==> src/rtl/eth_rx_sched_pkg.sv <==
// Shared types and helpers for the RX switch channel scheduler.
//   NUM_CH / SEL_W : channel count and switch select width (fixed by the
//                    4-way switch select encoding).
//   SEL_NONE       : select code meaning "no channel offered".
//   offer_state_e  : per-switch offer state.
//   first_eligible : round-robin pick of the first set bit after 'start'.
package eth_rx_sched_pkg;

  localparam int NUM_CH = 4;
  localparam int SEL_W  = 3;

  localparam logic [SEL_W-1:0] SEL_NONE = 3'b100;

  typedef enum logic {
    OFF_NONE  = 1'b0,
    OFF_VALID = 1'b1
  } offer_state_e;

  // Scans start+1, start+2, ... wrapping, and finishes on start itself.
  // Callers only use the result when mask is non-zero.
  function automatic logic [1:0] first_eligible(input logic [NUM_CH-1:0] mask,
                                                input logic [1:0]        start);
    logic [1:0] idx;
    logic [1:0] res;
    logic       found;
    res   = start;
    found = 1'b0;
    for (int i = 1; i <= NUM_CH; i++) begin
      idx = start + 2'(i);
      if (!found && mask[idx]) begin
        res   = idx;
        found = 1'b1;
      end
    end
    return res;
  endfunction

endpackage

==> src/rtl/eth_rx_pkt_counter.sv <==
// Pending-packet counter for one RX FIFO channel.
//   i_clk, i_reset : clock, synchronous active-high reset
//   i_wr           : a complete packet was written into the FIFO
//   i_rd           : a packet's eop left the FIFO through a switch
//   o_cnt          : packets currently waiting
//   o_ovf, o_udf   : sticky overflow / underflow flags, cleared by reset
module eth_rx_pkt_counter #(
  parameter int W = 8
) (
  input  logic         i_clk,
  input  logic         i_reset,
  input  logic         i_wr,
  input  logic         i_rd,
  output logic [W-1:0] o_cnt,
  output logic         o_ovf,
  output logic         o_udf
);

  logic [W-1:0] cnt_q, cnt_d;
  logic         ovf_q, ovf_d;
  logic         udf_q, udf_d;

  always_comb begin
    cnt_d = cnt_q;
    ovf_d = ovf_q;
    udf_d = udf_q;
    if (i_wr && !i_rd) begin
      if (&cnt_q) ovf_d = 1'b1;
      else        cnt_d = cnt_q + W'(1);
    end else if (i_rd && !i_wr) begin
      if (cnt_q == '0) udf_d = 1'b1;
      else             cnt_d = cnt_q - W'(1);
    end
  end

  always_ff @(posedge i_clk) begin
    if (i_reset) begin
      cnt_q <= '0;
      ovf_q <= 1'b0;
      udf_q <= 1'b0;
    end else begin
      cnt_q <= cnt_d;
      ovf_q <= ovf_d;
      udf_q <= udf_d;
    end
  end

  assign o_cnt = cnt_q;
  assign o_ovf = ovf_q;
  assign o_udf = udf_q;

endmodule

==> src/rtl/eth_rx_switch_scheduler.sv <==
// Offers ready, unclaimed RX FIFO channels to a bank of 4-way RX switches.
//   i_clk, i_reset  : clock, synchronous active-high reset
//   i_pkt_wr/rd     : per-channel packet written / eop transferred pulses
//   i_sw_active     : per-switch active-channel vectors (slice s = switch s)
//   i_frame_start   : per-switch pulse, the switch consumed its select
//   i_sw_enable     : per-switch permission to receive offers
//   o_sel           : per-switch registered select, 3'b1xx = none
//   o_active_ch     : OR of all active-channel slices
//   o_pkt_cnt       : pending packets per channel
//   o_cnt_err       : sticky [c] overflow, [NUM_CH+c] underflow
//
// state     | meaning
// OFF_NONE  | no channel offered, o_sel = 3'b100
// OFF_VALID | channel ch_q offered, o_sel = {0, ch_q}
module eth_rx_switch_scheduler
  import eth_rx_sched_pkg::*;
#(
  parameter int NUM_SW    = 4,
  parameter int PKT_CNT_W = 8
) (
  input  logic                        i_clk,
  input  logic                        i_reset,
  input  logic [NUM_CH-1:0]           i_pkt_wr,
  input  logic [NUM_CH-1:0]           i_pkt_rd,
  input  logic [NUM_SW*NUM_CH-1:0]    i_sw_active,
  input  logic [NUM_SW-1:0]           i_frame_start,
  input  logic [NUM_SW-1:0]           i_sw_enable,
  output logic [NUM_SW*SEL_W-1:0]     o_sel,
  output logic [NUM_CH-1:0]           o_active_ch,
  output logic [NUM_CH*PKT_CNT_W-1:0] o_pkt_cnt,
  output logic [2*NUM_CH-1:0]         o_cnt_err
);

  localparam int TURN_W = (NUM_SW > 1) ? $clog2(NUM_SW) : 1;

  logic [TURN_W-1:0] turn_q, turn_d;
  offer_state_e      state_q [NUM_SW];
  offer_state_e      state_d [NUM_SW];
  logic [1:0]        ch_q    [NUM_SW];
  logic [1:0]        ch_d    [NUM_SW];
  logic [1:0]        rr_q    [NUM_SW];
  logic [1:0]        rr_d    [NUM_SW];

  logic [NUM_CH-1:0] cnt_nz;
  logic [NUM_CH-1:0] offered;
  logic [NUM_CH-1:0] eligible;

  for (genvar c = 0; c < NUM_CH; c++) begin : g_cnt
    eth_rx_pkt_counter #(.W(PKT_CNT_W)) u_cnt (
      .i_clk   (i_clk),
      .i_reset (i_reset),
      .i_wr    (i_pkt_wr[c]),
      .i_rd    (i_pkt_rd[c]),
      .o_cnt   (o_pkt_cnt[c*PKT_CNT_W +: PKT_CNT_W]),
      .o_ovf   (o_cnt_err[c]),
      .o_udf   (o_cnt_err[NUM_CH+c])
    );
    assign cnt_nz[c] = |o_pkt_cnt[c*PKT_CNT_W +: PKT_CNT_W];
  end

  always_comb begin
    o_active_ch = '0;
    for (int s = 0; s < NUM_SW; s++) o_active_ch |= i_sw_active[s*NUM_CH +: NUM_CH];
  end

  // Only the turn holder can allocate, and it is in OFF_NONE when it does,
  // so masking every live offer is the same as masking "other" switches.
  always_comb begin
    offered = '0;
    for (int s = 0; s < NUM_SW; s++)
      if (state_q[s] == OFF_VALID) offered[ch_q[s]] = 1'b1;
  end

  assign eligible = cnt_nz & ~o_active_ch & ~offered;

  assign turn_d = (turn_q == TURN_W'(NUM_SW-1)) ? '0 : turn_q + TURN_W'(1);

  always_comb begin
    for (int s = 0; s < NUM_SW; s++) begin
      state_d[s] = state_q[s];
      ch_d[s]    = ch_q[s];
      rr_d[s]    = rr_q[s];
      case (state_q[s])
        OFF_NONE: begin
          if (turn_q == TURN_W'(s) && i_sw_enable[s] && (|eligible)) begin
            state_d[s] = OFF_VALID;
            ch_d[s]    = first_eligible(eligible, rr_q[s]);
            rr_d[s]    = first_eligible(eligible, rr_q[s]);
          end
        end
        OFF_VALID: begin
          if (i_frame_start[s] || !i_sw_enable[s]) state_d[s] = OFF_NONE;
        end
        default: state_d[s] = OFF_NONE;
      endcase
    end
  end

  always_ff @(posedge i_clk) begin
    if (i_reset) begin
      turn_q <= '0;
      for (int s = 0; s < NUM_SW; s++) begin
        state_q[s] <= OFF_NONE;
        ch_q[s]    <= '0;
        rr_q[s]    <= '0;
      end
    end else begin
      turn_q <= turn_d;
      for (int s = 0; s < NUM_SW; s++) begin
        state_q[s] <= state_d[s];
        ch_q[s]    <= ch_d[s];
        rr_q[s]    <= rr_d[s];
      end
    end
  end

  always_comb begin
    o_sel = '0;
    for (int s = 0; s < NUM_SW; s++)
      o_sel[s*SEL_W +: SEL_W] = (state_q[s] == OFF_VALID) ? {1'b0, ch_q[s]} : SEL_NONE;
  end

endmodule
==> config.mk <==
export PLATFORM = sky130hd
export DESIGN_NAME = eth_rx_switch_scheduler
export DESIGN_NICKNAME = d
export VERILOG_FILES = /design/src/rtl/eth_rx_sched_pkg.sv /design/src/rtl/eth_rx_pkt_counter.sv /design/src/rtl/eth_rx_switch_scheduler.sv
export SDC_FILE = /design/constraint.sdc
export NUM_CORES = 1
export LEC_CHECK = 0
export ABC_AREA = 1
export CAP_MARGIN = 30
export CORE_AREA = 4 4 123 125
export DETAILED_ROUTE_END_ITERATION = 12
export DIE_AREA = 0 0 127 129
export GPL_TIMING_DRIVEN = 0
export HOLD_SLACK_MARGIN = 0.08
export PLACE_DENSITY = 0.57
export SETUP_SLACK_MARGIN = 0.05
export SYNTH_ARGS = -nofsm -noshare
export SYNTH_HDL_FRONTEND = slang
export SYNTH_SLANG_ARGS = --single-unit
==> constraint.sdc <==
create_clock -name i_clk -period 2.1 [get_ports i_clk]
set_input_delay 0.42 -clock i_clk [delete_from_list [all_inputs] [get_ports i_clk]]
set_output_delay 0.42 -clock i_clk [all_outputs]
set_load 0.05 [all_outputs]
Yosys cells after proc, flatten, opt, wreduce, memory -nomap -nowiden --
Memory sizes are Yosys's and may differ from the RTL's. Cells that the tools add are included.
Operators by class: bitwise gates (word level) 30, add/sub/neg operators 21, order comparisons 24, eq/ne operators 11, reduce and logical (&&, ||, !) cells 91, mux-type cells 159
Operators with widths (number):
- two-way mux 8 bit | 16
- two-way mux 2 bit | 40
- two-way mux 1 bit | 71
- < comparator 2 x 3 -> 1 bit (second input constant) | 20
- AND reduction 9 bit | 4
- adder 8 x 1 -> 8 bit (second input constant) | 4
- binary-select mux 1 bit (select 2 bit) | 16
- logical AND 1 bit | 32
- logical NOT 8 bit | 4
- AND reduction 8 bit | 4
- OR reduction 8 bit | 4
- subtractor 8 x 1 -> 8 bit (second input constant) | 4
- logical NOT 1 bit | 24
- OR 4 bit | 6
- AND reduction 3 bit | 8
- adder 2 bit (second input constant) | 8
- two-way mux 4 bit | 4
- two-way mux 3 bit | 4
- OR 1 bit | 12
- adder 2 x 1 -> 2 bit (second input constant) | 5
- AND 4 bit | 2
- demux 1 bit (select 2 bit) | 4
- >= comparator 2 x 1 -> 1 bit (second input constant) | 4
- != test 2 x 1 -> 1 bit (second input constant) | 4
- 11 further kinds | 32
Word-level totals: output and inout port bits 56, register bits 42, logic and storage cells 352, RAM bits 20, bits of input ports 34, memories kept 3
Memories:
- ch_q | words 4, bits a word 2, read ports 4, clocked after memory_dff 0, write ports 4, line eth_rx_switch_scheduler.sv:39 | logic [1:0] ch_q [NUM_SW];
- rr_q | words 4, bits a word 2, read ports 4, clocked after memory_dff 0, write ports 4, line eth_rx_switch_scheduler.sv:41 | logic [1:0] rr_q [NUM_SW];
- state_q | words 4, bits a word 1, read ports 4, clocked after memory_dff 0, write ports 4, line eth_rx_switch_scheduler.sv:37 | offer_state_e state_q [NUM_SW];

Logic depth before layout (Yosys ltp) --
Gate-level depths: netlist (run 1).
depth after elaboration 34, gate-level depth with buffers 17

Cells and area by module --
From an unflattened synthesis (run 1), not the netlist that was laid out.
Unflattened totals: cells, all modules 977, area, all modules 5811.8 um2
By module, submodules not included:
- eth_rx_pkt_counter | area an instance 853.3 um2, times used 4, cells an instance 142
- eth_rx_switch_scheduler | area an instance 2398.6 um2, times used 1, cells an instance 409

Least setup slack after synthesis (run 1) --
OpenSTA, ideal clock, no wires.
path type register to register, from memory rr_q[1][0], to memory ch_q[0][0], clock period less this slack 2061 ps, required time 1987 ps, stages on the path, launching flop included 15, setup time 113 ps, slack 39 ps, buffers on the path 1, arrival time 1947 ps, cell sequence dfxtp_1 clkbuf_1 inv_1 ha_1 nand2_4 nand2_4 nor2_8 nand2_2 o21ai_2 nor2_4 nor2_2 and2_4 nand3_2 nand2_1 nor2_2
RTL lines (line):
- start, declared | eth_rx_switch_scheduler.sv:41
- end, declared | eth_rx_switch_scheduler.sv:39

Worst setup path after layout (run 1) --
from input port i_sw_active[10], to output port o_active_ch[2]
Between the ends: word-level cells in the longest chain between the ends 2
Ends and longest elaborated chain:
- start, declared | line eth_rx_switch_scheduler.sv:25 | input logic [NUM_SW*NUM_CH-1:0] i_sw_active,
- OR 4 bit (2 in a row) | line eth_rx_switch_scheduler.sv:63 | for (int s = 0; s < NUM_SW; s++) o_active_ch |= i_sw_active[s*NUM_CH +: NUM_CH];
- end, declared | line eth_rx_switch_scheduler.sv:29 | output logic [NUM_CH-1:0] o_active_ch,
Every way passes these cells.

==> impl_results.rst, run 1 <==
.. list-table::
   :header-rows: 1

   * - Metric
     - Value
   * - Gate family responsible for the most delay along the worst path
     - buffers and inverters
   * - Antenna Diode Count
     - 0
   * - Setup slack after layout
     - 0.05215 ns
   * - Critical path fanouts, max
     - 2
   * - Flip-flop cell with the highest count after synthesis
     - sky130_fd_sc_hd__dfxtp_1
   * - Post-detailed-route DRC marker count
     - 0
   * - Nature of the critical path endpoint
     - primary output
   * - Sort of element at the start of the critical path
     - input port
   * - Vertical die dimension
     - 129 um
   * - Number of clock sinks
     - 54
   * - CTS clock-pin slew for the worst setup and hold paths
     - 0.07 ns
   * - Final setup viols
     - 0
   * - Post-synthesis net count
     - 792
   * - CP Data Arrival Time
     - 1.63 ns
   * - Buffers on Ports
     - 89
   * - Count of final max-slew check failures
     - 0
   * - Buffers from clock root to sink, at most
     - 2
   * - Cells after Synth
     - 710
   * - Met1 WL
     - between 6000 and 7000 um
   * - Unrepaired setup endpoints after global routing
     - yes
   * - Wire length of the first global-routing pass
     - 22,480 um
   * - DR WL met2
     - between 7000 and 8000 um
   * - Multi-input combinational cell area
     - 0.003814 mm^2
   * - Share of the yosys chip area belonging to registers
     - 22.28%
   * - Synth-to-Final Area Change
     - 44.46%
   * - Hold slack
     - 0.4540 ns
   * - Fraction of the cycle the final worst path needs
     - 97.52%
   * - Vias in the first global route
     - around 4,900
   * - Post-route clock skew
     - ~0.0072 ns
   * - Slew margin rel.
     - a little under three fifths
   * - Peak Freq
     - 0.4883 GHz
   * - Cells along the critical path
     - clkdlybuf4s50_1, or2_1, nor2_4, inv_1, dlygate4sd2_1
   * - Power density cells
     - 635.6 mW/mm^2
   * - Initial antenna violation count
     - 0
   * - Clock latency reported for the late side of the worst-skew pair
     - 0.30 ns
   * - Floorplan Core Area
     - 0.01388 mm^2
   * - Total Die Area
     - 0.01638 mm^2
   * - Number of CTS-inserted buffers
     - 5
   * - Sum of net half-perimeters after detailed placement
     - 9929 um
   * - Aggregate global-route resource usage
     - 16.47%
   * - Cell type of the slowest stage on the worst timing path
     - sky130_fd_sc_hd__dlygate4sd2_1
   * - Timing endpoint of the critical path
     - o_active_ch[2]
   * - Max H-tree Level
     - 2
   * - Number of warnings issued by yosys
     - 0
   * - Number of synthesized flops with an enable pin
     - 0
   * - Die width
     - around 130 um
   * - Number of iterations in the first detailed-routing pass
     - 5
   * - Crit path largest cell delay
     - 0.41 ns
   * - Flop2flop setup slack
     - 0.09 ns
   * - Worst min-delay path startpoint
     - g_cnt[2].u_cnt.o_udf$_SDFFE_PP0P_
   * - Status
     - finished, final reports clean
   * - Sequential cell area in the final layout
     - ~0.0011 mm^2
   * - Cell area after technology mapping
     - 0.004852 mm^2
   * - Share of the core filled with cells
     - between 50% and 60%
   * - Post-synthesis average cell area
     - 6.834 um^2
   * - Placement Setup Slack
     - -0.6000 ns
   * - Total length of routed wires
     - approximately 15,000 um
   * - Async S/R FF share, synth
     - 0%
   * - Num ports
     - 90
   * - TritonCTS clock tree
     - built
   * - Synth cell types
     - 39
   * - Final weighted congestion in routability-driven placement
     - around 0.89
   * - Clock Tree Root
     - sky130_fd_sc_hd__clkbuf_16
   * - Global-route congestion overflow total
     - 0
   * - Number of nets in the finished design
     - a little over 900
   * - Via/cell ratio
     - 4.967
   * - Highest ir drop seen on vdd
     - 0.0004512 V
   * - Effective utilization at floorplan
     - roughly a third
   * - Count of nets left with antenna violations after detail routing
     - 0
   * - FF-to-FF End
     - rr_q[1][1]$_SDFFE_PP0P_
   * - Via total after detailed routing
     - 5,096
   * - Flip-flop and latch count after synthesis
     - 54
   * - Reg2Reg Depth
     - 14
   * - Crit Path Class
     - input port to primary output
   * - Count of endpoints failing hold in the final timing report
     - 0
   * - Iteration-0 DRC Markers
     - between 200 and 250
   * - Routed WL per cell
     - between 10 and 15 um
   * - Critical path startpoint
     - i_sw_active[10]
   * - Rows
     - 43
   * - Slew of the pin with the lowest slew margin
     - 0.6688 ns
   * - Highest metal used
     - met4
   * - Shortest period the worst path allows
     - 2.048 ns
   * - Fillers
     - 1,355
   * - Crit path buf inv count
     - 3
   * - DR WL met3
     - 578 um
   * - Launch instance of the worst register-to-register path
     - ch_q[0][0]$_SDFFE_PP0P_
   * - Fraction of final layout cells with drive strength greater than 1
     - 26.95%
   * - Critical Path RT
     - 1.68 ns
   * - P_leak
     - 3.273 nW
   * - Pin count of the biggest net entering global routing
     - 17
   * - Max-Cap Viols
     - 0
   * - Total of hold buffers inserted after clock tree synthesis
     - 0
   * - Hold crit path type
     - flop to flop
   * - CP Depth
     - 5
==> what timing repair did <==
| item | 4_1_cts | 5_1_grt |
|---|---|---|
| cloned | 2 | 4 |
| resized for setup | 86 | 105 |
| pin swaps | 11 | 40 |
| setup buffers | 11 | 22 |
| setup endpoints to repair | 44 | 27 |
==> layout make-up <==
| cell class | instances | share of cell area [%] |
|---|---|---|
| Buffer | 24 | 2.588 |
| Tap cell | 180 | 3.213 |
| Sequential cell | 54 | 15.74 |
| Timing Repair Buffer | 122 | 16.44 |
| Multi-Input combinational cell | 542 | 54.41 |
| Clock buffer | 7 | 2.035 |
| Clock inverter | 1 | 0.1250 |
| Inverter | 96 | 5.444 |
==> power by group <==
group          total [W]  switching, W  internal (W)
sequential       0.00132      0.000181       0.00114
combinational    0.00223       0.00135      0.000886
clock           0.000902      0.000420      0.000482
total            0.00446       0.00195       0.00251
==> worst min path at each step <==
stage	to	slack, ns	cells past startpoint
after floorplan	g_cnt[2].u_cnt.o_udf$_SDFFE_PP0P_	0.43	2
after global placement	g_cnt[2].u_cnt.o_udf$_SDFFE_PP0P_	0.44	2
after detailed placement	g_cnt[2].u_cnt.o_udf$_SDFFE_PP0P_	0.45	2
after CTS	g_cnt[2].u_cnt.o_udf$_SDFFE_PP0P_	0.46	2
after global routing	g_cnt[2].u_cnt.o_udf$_SDFFE_PP0P_	0.47	2
final	g_cnt[2].u_cnt.o_udf$_SDFFE_PP0P_	0.45	2
==> cell families (layout without fill, tap and decap cells) <==
family                     Yosys count  count (layout)  synth area share (%)
buffers and inverters              120             250                 10.57
DFF                                 54              54                 22.28
and+or+nand+nor                    349             355                 36.82
xor gates and xnor gates            24              24                 4.332
adders and majority gates           48              48                 13.00
AOI/OAI and AO/OA                  115             115                 13.00
==> sequential cells by signal, indices dropped and copies added, names as in the netlist <==
| register | count |
|---|---|
| ch_q | 2 |
| g_cnt.u_cnt.o_cnt | 32 |
| g_cnt.u_cnt.o_ovf | 4 |
| g_cnt.u_cnt.o_udf | 4 |
| rr_q | 6 |
| state_q | 4 |
| turn_q | 2 |
==> per-layer routing <==
metal | track usage [%] | vias up
met5 | 0 | -
met4 | 3.975 | 0
met3 | 2.864 | 10
met2 | 29.20 | 107
met1 | 20.82 | 2361
li1 | - | 2618
==> tightest hold or removal path, cell delays in order, from the launching register on <==
cell and delay (ns):
sky130_fd_sc_hd__dfxtp_1 0.31, sky130_fd_sc_hd__inv_1 0.05, sky130_fd_sc_hd__a21oi_1 0.05
==> layout by cell type (no fill, tap or decap), drive strengths merged <==
cell type,n
o21a,4
nor3,5
nand2,176
o311ai,2
nand4,39
nor4,5
inv,93
dlygate4sd2,21
nor2,73
a211oi,2
a31oi,1
clkinv,1
dfxtp,54
o21ai,35
or2,6
and2,1
clkdlybuf4s15,1
nand3,49
clkinvlp,3
dlymetal6s2s,14
fa,4
xnor2,13
a21oi,69
ha,44
xor2,11
buf,55
nor3b,1
clkbuf,12
o211ai,2
clkdlybuf4s50,50
==> cells in the mapped netlist, drive strengths merged (2+ instances only) <==
library cell / number / share of area (%)
or2: 6 / 0.93
fa: 4 / 1.7
nand2: 175 / 15
nor4: 5 / 0.64
inv: 96 / 7.4
ha: 44 / 11
xor2: 11 / 2.0
nor2: 68 / 8.6
clkbuf: 7 / 0.54
nand3: 49 / 5.4
o21a: 4 / 0.62
xnor2: 13 / 2.3
dfxtp: 54 / 22
nand4: 39 / 5.2
buf: 17 / 2.6
o21ai: 35 / 3.8
a21oi: 69 / 7.4
o211ai: 2 / 0.31
a211oi: 2 / 0.31
nor3: 5 / 0.52
o311ai: 2 / 0.36
==> per-stage QoR <==
step | power [W] | cells | TNS [ns] | instance area (um^2)
2_1_floorplan | 0.002751 | 710 | 0 | 4853
3_3_place_gp | 0.003282 | 979 | -9.331 | 5969
3_5_place_dp | 0.003307 | 979 | -10.25 | 5969
4_1_cts | 0.004334 | 1000 | -0.1481 | 6404
5_1_grt | 0.004764 | 1026 | -0.1055 | 7009
6_report | 0.004455 | 1026 | 0 | 7009
No activity file was read; power rests on OpenSTA's default activity.
==> inputs of run 2 (changes only) <==
Settings changed: RECOVER_POWER from default to 25.
==> impl_results.rst, run 2 (synthesized netlist as in run 1, its figures left out) <==
.. list-table::
   :header-rows: 1

   * - Metric
     - Value
   * - CTS clock-pin slew for the worst setup and hold paths
     - 0.07 ns (about the same)
   * - Count of final max-slew check failures
     - 0 (unchanged)
   * - Post-detailed-route DRC marker count
     - 0 (unchanged)
   * - Hold-critical path depth
     - 2 (unchanged)
   * - Wire length of the first global-routing pass
     - 22,480 um (unchanged)
   * - Cells along the critical path
     - clkdlybuf4s50_1, or2_1, nor2_4, inv_1, dlygate4sd2_1 (unchanged)
   * - Flip-flop count of the largest register after layout
     - 32 (unchanged)
   * - Clock Tree Root
     - sky130_fd_sc_hd__clkbuf_16 (unchanged)
   * - Max-Cap Viols
     - 0 (unchanged)
   * - Number of iterations in the first detailed-routing pass
     - 5 (unchanged)
   * - Iteration-0 DRC Markers
     - 272 (was 248)
   * - Crit path buf inv count
     - 3 (unchanged)
   * - Initial antenna violation count
     - 0 (unchanged)
   * - Count of nets left with antenna violations after detail routing
     - 0 (unchanged)
   * - Die width
     - 127 um (unchanged)
   * - P_leak
     - 3.096 nW (was 3.273 nW)
   * - Aggregate global-route resource usage
     - 16.47% (unchanged)
   * - Highest ir drop seen on vdd
     - 0.0004495 V (was 0.0004512 V)
   * - Cell type of the slowest stage on the worst timing path
     - sky130_fd_sc_hd__dlygate4sd2_1 (unchanged)
   * - Global-route congestion overflow total
     - 0 (unchanged)
   * - Launch instance of the worst register-to-register path
     - ch_q[0][0]$_SDFFE_PP0P_ (unchanged)
   * - Status
     - finished, final reports clean (unchanged)
   * - Worst min-delay path startpoint
     - g_cnt[2].u_cnt.o_udf$_SDFFE_PP0P_ (unchanged)
   * - Final setup viols
     - 0 (unchanged)
   * - Fraction of the cycle the final worst path needs
     - 97.54% (was 97.52%)
   * - Via total after detailed routing
     - 5,096 (unchanged)
   * - Slew margin rel.
     - 55.00% (was 55.41%)
   * - Number of CTS-inserted buffers
     - 5 (unchanged)
   * - Critical path fanouts, max
     - 2 (unchanged)
   * - Number of nets in the finished design
     - 927 (unchanged)
   * - Vertical die dimension
     - 129 um (unchanged)
   * - Routed WL per cell
     - 14.15 um (was 14.13 um)
   * - Total power consumption of the routed design
     - 0.004415 W (was 0.004455 W)
   * - Rows
     - 43 (unchanged)
   * - Gate family responsible for the most delay along the worst path
     - buffers and inverters (unchanged)
   * - Sequential cell area in the final layout
     - 0.001104 mm^2 (unchanged)
   * - Peak Freq
     - 0.4882 GHz (was 0.4883 GHz)
   * - Shortest period the worst path allows
     - 2.048 ns (about the same)
   * - CP Data Arrival Time
     - 1.63 ns (about the same)
   * - Pin count of the biggest net entering global routing
     - 17 (unchanged)
   * - Num ports
     - 90 (unchanged)
   * - Total length of routed wires
     - 14,520 um (was 14,500 um)
   * - Max H-tree Level
     - 2 (unchanged)
   * - Critical Path RT
     - 1.68 ns (about the same)
   * - Buffers on Ports
     - 89 (unchanged)
   * - Post-route clock skew
     - 0.007241 ns (was 0.007168 ns)
   * - Fraction of final layout cells with drive strength greater than 1
     - 26.48% (was 26.95%)
   * - Buffers from clock root to sink, at most
     - 2 (unchanged)
   * - Floorplan Core Area
     - 0.01388 mm^2 (unchanged)
   * - Slew of the pin with the lowest slew margin
     - 0.6750 ns (was 0.6688 ns)
   * - Multi-input combinational cell area
     - 0.003814 mm^2 (unchanged)
   * - Effective utilization at floorplan
     - 34.96% (unchanged)
   * - Worst Hold Endpoint
     - g_cnt[2].u_cnt.o_udf$_SDFFE_PP0P_ (unchanged)
   * - Unrepaired setup endpoints after global routing
     - yes (unchanged)
   * - Flop2flop setup slack
     - 0.08 ns (was 0.09 ns)
   * - Number of clock sinks
     - 54 (unchanged)
   * - Filler-free cell count of the finished design
     - 1,026 (unchanged)
   * - Power density cells
     - 638.9 mW/mm^2 (was 635.6 mW/mm^2)
   * - Most common cell after layout, fill and taps aside
     - sky130_fd_sc_hd__nand2_1 (unchanged)
   * - Final weighted congestion in routability-driven placement
     - 0.8931 (unchanged)
   * - Via/cell ratio
     - 4.967 (unchanged)
   * - Reg2Reg Depth
     - 14 (unchanged)
   * - Nature of the critical path endpoint
     - primary output (unchanged)
   * - Hold slack
     - 0.4539 ns (was 0.4540 ns)
   * - Clock latency reported for the late side of the worst-skew pair
     - 0.30 ns (about the same)
   * - Sum of net half-perimeters after detailed placement
     - 9929 um (unchanged)
   * - Area of placed instances
     - 0.005969 mm^2 (unchanged)
   * - Share of the core filled with cells
     - 49.78% (was 50.50%)
   * - Hold crit path type
     - flop to flop (unchanged)
   * - Antenna Diode Count
     - 0 (unchanged)
   * - Area of all placed cells without fillers
     - 0.006910 mm^2 (was 0.007009 mm^2)
   * - FF-to-FF End
     - rr_q[1][1]$_SDFFE_PP0P_ (unchanged)
   * - Crit path largest cell delay
     - 0.41 ns (about the same)
   * - Synth-to-Final Area Change
     - 42.42% (was 44.46%)
   * - Total Die Area
     - 0.01638 mm^2 (unchanged)
   * - Sort of element at the start of the critical path
     - input port (unchanged)
   * - Placed Instances
     - 979 (unchanged)
   * - Fillers
     - 1,380 (was 1,355)
   * - Commonest cells after routing, fill and taps aside
     - 122 x sky130_fd_sc_hd__nand2_1, 80 x sky130_fd_sc_hd__inv_1, 56 x sky130_fd_sc_hd__a21oi_1 (was 122 x sky130_fd_sc_hd__nand2_1, 78 x sky130_fd_sc_hd__inv_1, 56 x sky130_fd_sc_hd__a21oi_1)
   * - TritonCTS clock tree
     - built (unchanged)
   * - Crit Path Class
     - input port to primary output (unchanged)
   * - Count of endpoints failing hold in the final timing report
     - 0 (unchanged)
   * - Vias in the first global route
     - 4,902 (unchanged)
run 2: changes by cell type in the layout (fill, tap and decap cells not counted):
cell,previous run,this run
sky130_fd_sc_hd__dlygate4sd3_1,0,1
sky130_fd_sc_hd__buf_2,7,5
sky130_fd_sc_hd__clkbuf_1,6,19
sky130_fd_sc_hd__inv_2,12,10
sky130_fd_sc_hd__clkdlybuf4s50_1,50,49
sky130_fd_sc_hd__inv_1,78,80
sky130_fd_sc_hd__dlymetal6s2s_1,14,3
run 2: report_power, final:
part	switching, W	total, W	internal, W
Clock	0.000415	0.000897	0.000482
Sequential	0.000182	0.00132	0.00114
Combinational	0.00135	0.00220	0.000849
run 2: per-layer routing:
metal  share of wire (%)  vias to the layer above  global-route usage, %
met5                   0                        -                      0
met4                 1.0                        0                  3.975
met3                 3.8                        9                  2.864
li1                    -                     2621                      -
met1                  46                     2358                  20.82
met2                  49                      108                  29.20
run 2: layout make-up:
cell class / instances / area share (%)
inverter: 96 / 5.522
multi-input combinational: 542 / 55.19
clock inverter: 1 / 0.1267
sequential: 54 / 15.97
clock buffer: 7 / 2.064
timing repair buffer: 122 / 15.28
tap: 180 / 3.259
buffer: 24 / 2.589
run 2: how the worst max path moves through the flow:
stage	start	to	slack, ns	cells after the start
floorplan	rr_q[2][0]$_SDFFE_PP0P_	ch_q[0][0]$_SDFFE_PP0P_	0.08	14
global placement	i_pkt_wr[2]	g_cnt[2].u_cnt.o_cnt[7]$_SDFFE_PP0P_	-0.57	13
detailed placement	i_pkt_wr[2]	g_cnt[2].u_cnt.o_cnt[7]$_SDFFE_PP0P_	-0.60	13
CTS	i_sw_active[10]	o_active_ch[2]	-0.15	5
global route	ch_q[0][0]$_SDFFE_PP0P_	rr_q[1][1]$_SDFFE_PP0P_	-0.05	15
finish	i_sw_active[10]	o_active_ch[2]	0.05	5
run 2: repair_timing:
item | CTS | global route
pin swaps | 11 | 40
buffers inserted | 11 | 22
hold endpoints to repair | 0 | 0
hold buffers | 0 | 0
setup endpoints to repair | 44 | 27
resized for setup | 86 | 105
gates cloned | 2 | 4
run 2: worst min-delay path, stage by stage, from the launching register on:
cell,delay (ns)
sky130_fd_sc_hd__dfxtp_1,0.31
sky130_fd_sc_hd__inv_1,0.05
sky130_fd_sc_hd__a21oi_1,0.05
run 2: stage by stage:
stage	setup slack, ns	TNS, ns
floorplan	0.07679	0
global placement	-0.5666	-9.331
detailed placement	-0.6000	-10.25
CTS	-0.1481	-0.1481
global route	-0.04628	-0.1055
finish	0.05174	0
